**src/rtl/bin2prio_pkg.sv**
```systemverilog
// Shared constants and helpers for the bin2prio priority encoder.
// The optional binary index output is enabled by the BIN2PRIO_IDX_EN macro.
package bin2prio_pkg;

  localparam int DEFAULT_DW = 8;

  // Width of the binary index for a DW-bit request vector.
  function automatic int idx_w(input int dw);
    return $clog2(dw);
  endfunction

endpackage

```
**src/rtl/bin2prio_core.sv**
```systemverilog
// Combinational priority encoder: one-hot grant for the highest set bit of in.
// Define BIN2PRIO_IDX_EN to add the binary index output idx.
module bin2prio_core
  import bin2prio_pkg::*;
#(
  parameter int DW = DEFAULT_DW,
  localparam int IW = idx_w(DW)
) (
  input  logic [DW-1:0] in,
  output logic [DW-1:0] out,
`ifdef BIN2PRIO_IDX_EN
  output logic [IW-1:0] idx,
`endif
  output logic          valid
);

  // Scan upward so each higher set bit overrides any lower one.
  always_comb begin
    // NOTE: every output gets a default first so no path leaves it unassigned (no latch).
    out = '0;
`ifdef BIN2PRIO_IDX_EN
    idx = '0;
`endif
    for (int k = 0; k < DW; k++) begin
      if (in[k]) begin
        out    = '0;
        out[k] = 1'b1;
`ifdef BIN2PRIO_IDX_EN
        idx    = IW'(k);
`endif
      end
    end
  end

  assign valid = |in;

endmodule

```
**src/rtl/bin2prio.sv**
```systemverilog
// Priority encoder top: bin2prio_core plus a one-cycle registered output stage.
// Define BIN2PRIO_IDX_EN to add idx and its registered copy idx_q.
module bin2prio
  import bin2prio_pkg::*;
#(
  parameter int DW = DEFAULT_DW,
  localparam int IW = idx_w(DW)
) (
  input  logic          clk,
  input  logic          rst,
  input  logic [DW-1:0] in,
  output logic [DW-1:0] out,
  output logic          valid,
`ifdef BIN2PRIO_IDX_EN
  output logic [IW-1:0] idx,
  output logic [IW-1:0] idx_q,
`endif
  output logic [DW-1:0] out_q,
  output logic          valid_q
);

`ifdef BIN2PRIO_IDX_EN
  logic [IW-1:0] idx_d;
`endif

  bin2prio_core #(.DW(DW)) u_core (
    .in    (in),
    .out   (out),
`ifdef BIN2PRIO_IDX_EN
    .idx   (idx_d),
`endif
    .valid (valid)
  );

`ifdef BIN2PRIO_IDX_EN
  assign idx = idx_d;
`endif

  // Reset only clears the register stage; the combinational path ignores rst.
  always_ff @(posedge clk) begin
    // NOTE: non-blocking assignments so all registers update together at the edge.
    if (rst) begin
      out_q   <= '0;
      valid_q <= 1'b0;
`ifdef BIN2PRIO_IDX_EN
      idx_q   <= '0;
`endif
    end else begin
      out_q   <= out;
      valid_q <= valid;
`ifdef BIN2PRIO_IDX_EN
      idx_q   <= idx_d;
`endif
    end
  end

endmodule

```
**config.mk**
```make
export PLATFORM = sky130hd
export DESIGN_NAME = bin2prio
export DESIGN_NICKNAME = d
export VERILOG_FILES = /design/src/rtl/bin2prio_pkg.sv /design/src/rtl/bin2prio_core.sv /design/src/rtl/bin2prio.sv
export SDC_FILE = /design/constraint.sdc
export NUM_CORES = 1
export LEC_CHECK = 0
export CORE_AREA = 8 8 45 47
export DETAILED_ROUTE_END_ITERATION = 8
export DIE_AREA = 0 0 53 55
export PLACE_DENSITY_LB_ADDON = 0.12
export SYNTH_ARGS = -nofsm -noshare
export SYNTH_HDL_FRONTEND = slang
export SYNTH_HIERARCHICAL = 1
export SYNTH_SLANG_ARGS = --single-unit
```
**constraint.sdc**
```tcl
create_clock -name clk -period 0.8 [get_ports clk]
set_input_delay 0.16 -clock clk [delete_from_list [all_inputs] [get_ports clk]]
set_output_delay 0.16 -clock clk [all_outputs]
set_load 0.01 [all_outputs]
```
Yosys cells after proc, flatten, opt, wreduce, memory -nomap -nowiden

Cells that the tools add are included.

Word-level logic and storage cells: 11
Register bits after elaboration: 9

Muxes and demuxes: 8
Reductions and logical operators: 1

Operators with widths:

| cell               | number |
|---|---|
| two-way mux 8 bit  | 1 |
| OR reduction 8 bit | 1 |
| two-way mux 7 bit  | 1 |
| two-way mux 6 bit  | 1 |
| two-way mux 5 bit  | 1 |
| two-way mux 4 bit  | 1 |
| two-way mux 3 bit  | 1 |
| two-way mux 2 bit  | 1 |
| two-way mux 1 bit  | 1 |

Depth between registers and ports, before layout

Depth after elaboration: 8
Gate-level depth with buffers: 3

Cells and area by module

Netlist, hierarchy kept.

By module, submodules not included:

| module        | area each (um^2) | cells each | times used | seq. area each (um^2) |
|---|---|---|---|---|
| bin2prio      | 236.5            | 18         | 1          | 180.2 |
| bin2prio_core | 96.3             | 12         | 1          | 0.0 |

Least setup slack after synthesis

OpenSTA, ideal clock, no wires.

Path type: input-to-reg
From: input in[6]
To: register out_q[4]
Data required time: 0.734 ns
Slack: -0.140 ns
Cell stages on the path: 2
Setup time: 0.066 ns
Arrival: 0.874 ns
Cells stage by stage: nor4b_1 > nor2b_1

Cells in the longest elaborated chain, start to end: 2

Ends and longest elaborated chain:

| element                | RTL line            | source |
|---|---|---|
| start: declaration     | bin2prio.sv:11      | `input logic [DW-1:0] in,` |
| two-way mux 7 bit      | bin2prio_core.sv:25 | `if (in[k]) begin` |
| two-way mux 8 bit      | bin2prio_core.sv:25 |  |
| end signal: assignment | bin2prio.sv:49      | `out_q <= out;` |
| end: declaration       | bin2prio.sv:18      | `output logic [DW-1:0] out_q,` |

No other way between the ends.
A chain may end at the register's enable or synchronous reset.

Worst setup path after layout

From: input in[6]
To: output out[0]

Cells in the longest elaborated chain, start to end: 2

Ends and longest elaborated chain:

| element           | RTL line            | source |
|---|---|---|
| two-way mux 7 bit | bin2prio_core.sv:25 |  |
| two-way mux 8 bit | bin2prio_core.sv:25 |  |
| end: declaration  | bin2prio.sv:12      | `output logic [DW-1:0] out,` |

No other way between the ends.

==> impl_metrics.xml <==
<?xml version="1.0" encoding="UTF-8"?>
<metrics>
  <group name="clock_tree">
    <metric name="htreeDepth" unit="">1</metric>
    <metric name="clock_sinks" unit="">9</metric>
    <metric name="tritoncts" unit="">built</metric>
    <metric name="clock_tree.buffer_depth" unit="">2</metric>
    <metric name="cts_buffers" unit="">3</metric>
    <metric name="cts.hold.buffers_added" unit="">0</metric>
    <metric name="clk_root_buffer_cell" unit="">sky130_fd_sc_hd__clkbuf_4</metric>
    <metric name="cts.reportedPaths.clkPinSlew" unit="ps">50</metric>
  </group>
  <group name="finish">
    <metric name="final_design_area_no_fill" unit="um^2">727</metric>
    <metric name="drive_above_1_share" unit="%">61.1</metric>
    <metric name="syn_to_final_growth" unit="%">118</metric>
    <metric name="fill_cells" unit="">152</metric>
    <metric name="layout.nets" unit="">83</metric>
    <metric name="stdcell_count" unit="">88</metric>
    <metric name="count_of_inserted_antenna_diode_cells" unit="">0</metric>
  </group>
  <group name="placed_design">
    <metric name="placed_area" unit="um^2">668</metric>
    <metric name="numPlacedInstances" unit="">78</metric>
    <metric name="gp_congestion" unit="">0.658</metric>
    <metric name="placement.io_buffers" unit="">27</metric>
  </group>
  <group name="drt">
    <metric name="first_pass_iters" unit="">2</metric>
    <metric name="totalWireLength" unit="um">971</metric>
    <metric name="dr_vias_cell" unit="">3.97</metric>
    <metric name="initialDrtViolationCount" unit="">2</metric>
    <metric name="vias" unit="">349</metric>
    <metric name="routed_wire_length_per_instance" unit="um">11.0</metric>
    <metric name="route.antenna.remaining_nets" unit="">0</metric>
    <metric name="drc" unit="">0</metric>
  </group>
  <group name="yosys">
    <metric name="postSynth.asyncResetShare" unit="%">0</metric>
    <metric name="area_share_of_the_largest_cell_type_after_synthesis" unit="%">54.1</metric>
    <metric name="yosysWarnings" unit="">6</metric>
    <metric name="yosysMostFrequentCell" unit="">sky130_fd_sc_hd__nor2b_1</metric>
    <metric name="ys_seq_area_share" unit="%">54.1</metric>
    <metric name="synth.net_count" unit="">40</metric>
    <metric name="flop_and_latch_count_out_of_synthesis" unit="">9</metric>
    <metric name="syn_area" unit="um^2">333</metric>
    <metric name="syn-mean-instance-area" unit="um^2">11.1</metric>
    <metric name="netlist.top_cell.by_area" unit="">sky130_fd_sc_hd__dfxtp_1</metric>
    <metric name="synthDistinctLibCells" unit="">12</metric>
    <metric name="yosys-top-cells-area" unit="">sky130_fd_sc_hd__dfxtp_1 (54%), sky130_fd_sc_hd__nor2b_1 (19%), sky130_fd_sc_hd__nor4_4 (6.4%)</metric>
    <metric name="post_synth_inst_count" unit="">30</metric>
    <metric name="synth_top_flop_cell" unit="">sky130_fd_sc_hd__dfxtp_1</metric>
    <metric name="synth_enable_flop_cells" unit="">0</metric>
    <metric name="synthTopCellsByCount" unit="">sky130_fd_sc_hd__nor2b_1 (10), sky130_fd_sc_hd__dfxtp_1 (9), sky130_fd_sc_hd__nor2_1 (2)</metric>
  </group>
  <group name="setup_path">
    <metric name="worstPathRequired" unit="ps">640</metric>
    <metric name="timing_worst_setup_path_type" unit="">primary input to output pin</metric>
    <metric name="end_kind" unit="">output pin</metric>
    <metric name="start_kind" unit="">primary input</metric>
    <metric name="crit_fanout" unit="">3</metric>
    <metric name="critical_path_arrival" unit="ps">1040</metric>
  </group>
  <group name="timing">
    <metric name="max_freq" unit="GHz">0.837</metric>
    <metric name="max_slew.worst_pin.slew" unit="ps">271</metric>
    <metric name="layout_setup_ws" unit="ps">-395</metric>
    <metric name="timing_hold_violations_final" unit="">0</metric>
    <metric name="min_period" unit="ps">1200</metric>
    <metric name="fin_worst_hold_slack" unit="ps">262</metric>
    <metric name="rsz_0062_raised_after_global_routing" unit="">true</metric>
    <metric name="setup-violations-final" unit="">21</metric>
    <metric name="max_transition_margin" unit="%">81.9</metric>
    <metric name="final-max-slew-violation-count" unit="">0</metric>
    <metric name="period_share" unit="%">149</metric>
  </group>
  <group name="floorplanning">
    <metric name="io_pins" unit="">28</metric>
    <metric name="initial_utilization" unit="%">24.1</metric>
    <metric name="dieArea" unit="mm^2">0.00292</metric>
    <metric name="rows" unit="">14</metric>
    <metric name="die-width" unit="um">53</metric>
    <metric name="die_h" unit="um">55</metric>
    <metric name="placeableCoreArea" unit="mm^2">0.00138</metric>
  </group>
  <group name="power_and_ir_drop">
    <metric name="clkPwrFrac" unit="%">33.6</metric>
    <metric name="switching_share" unit="%">21.2</metric>
    <metric name="pwr-share-comb" unit="%">18.0</metric>
    <metric name="cellInternalPower" unit="mW">0.752</metric>
    <metric name="switchingPower" unit="mW">0.202</metric>
    <metric name="p_leak" unit="nW">0.379</metric>
    <metric name="power_density" unit="mW/mm^2">1310</metric>
    <metric name="ir_worst_vdd" unit="uV">451</metric>
    <metric name="power.sequential.fraction" unit="%">48.3</metric>
  </group>
  <group name="worst_hold_path">
    <metric name="whs_path_cells" unit="">2</metric>
    <metric name="hold_path_class" unit="">primary input to register</metric>
  </group>
  <group name="global_route">
    <metric name="grt_pass1_wl" unit="um">1490</metric>
    <metric name="number_of_global_route_vias_before_repair" unit="">366</metric>
    <metric name="grt-ovfl-total" unit="">0</metric>
    <metric name="pin_count_of_the_biggest_net_entering_global_routing" unit="">10</metric>
    <metric name="gr-usage-all-layers" unit="%">7.39</metric>
    <metric name="antenna_found_initial" unit="">0</metric>
  </group>
  <group name="job">
    <metric name="drv_cap" unit="">0</metric>
  </group>
  <group name="outcome">
    <metric name="outcome" unit="">finished with violations</metric>
    <metric name="failed_checks" unit="">setup timing</metric>
  </group>
</metrics>
[registers in the layout, indices dropped and copies added (netlist names)]
signal   count
out_q        8
valid_q      1
[power by group through the flow]
stage | logic [mW] | clock network, mW | registers (mW)
finish | 0.172 | 0.321 | 0.461
detailed placement | 0.161 | 0 | 0.471
floorplan | 0.0328 | 0 | 0.477
CTS | 0.171 | 0.340 | 0.461
global route | 0.187 | 0.356 | 0.461
global placement | 0.162 | 0 | 0.471
[cell type report]
cell class              count  area, um^2  share of cell area [%]
flip-flops and latches      9         180                    24.8
clock buffers               4        26.3                    3.61
multi-input cells          20         189                    26.0
repair buffers             39         312                    42.9
well taps                  16        20.0                    2.75
[timing repair]
item	4_1_cts	5_1_grt
pin swaps	9	3
endpoints found under the setup margin	26	21
resized for setup	113	3
buffers inserted	8	1
[final timing paths]
kind / start / end / slack [ps]
max: in[6] / out[0] / -400
min: rst / out_q[4]$_SDFF_PP0_ / 260
[metal layers]
metal / global-route usage (%) / routed length, um / up-vias
li1: - / - / 186
met1: 5.96 / 366 / 144
met2: 11.7 / 494 / 17
met3: 3.21 / 88 / 2
met4: 10.3 / 22 / 0
met5: 0 / 0 / -
[cells in the final DEF (no fill, tap or decap), types with 2 or more instances in the layout]
cell type / count
sky130_fd_sc_hd__buf_4: 10
sky130_fd_sc_hd__clkbuf_4: 3
sky130_fd_sc_hd__buf_8: 2
sky130_fd_sc_hd__nor2b_1: 9
sky130_fd_sc_hd__dfxtp_1: 9
sky130_fd_sc_hd__buf_2: 14
sky130_fd_sc_hd__buf_6: 7
sky130_fd_sc_hd__dlygate4sd2_1: 4
[stage by stage]
step	power, mW	setup TNS (ps)	setup WS (ps)	util (%)
global route	1.00	-3370	-434	52.5
floorplan	0.510	-715	-132	-
detailed placement	0.632	-15560	-1130	48.3
global placement	0.633	-15510	-1110	48.3
finish	0.954	-2600	-395	52.5
CTS	0.972	-2810	-391	53.5
[logic make-up (layout without fill, tap and decap cells)]
group | Yosys count | after routing | share of synthesized area, %
simple gates | 20 | 20 | 43.6
flops | 9 | 9 | 54.1
buf+inv | 1 | 43 | 2.26
[worst max-delay path, stage by stage]
cell	delay (ps)
sky130_fd_sc_hd__buf_8	100
sky130_fd_sc_hd__nor4_4	280
sky130_fd_sc_hd__buf_4	160
sky130_fd_sc_hd__and4b_1	200
sky130_fd_sc_hd__buf_2	150
Power figures use the tool's default switching activity.
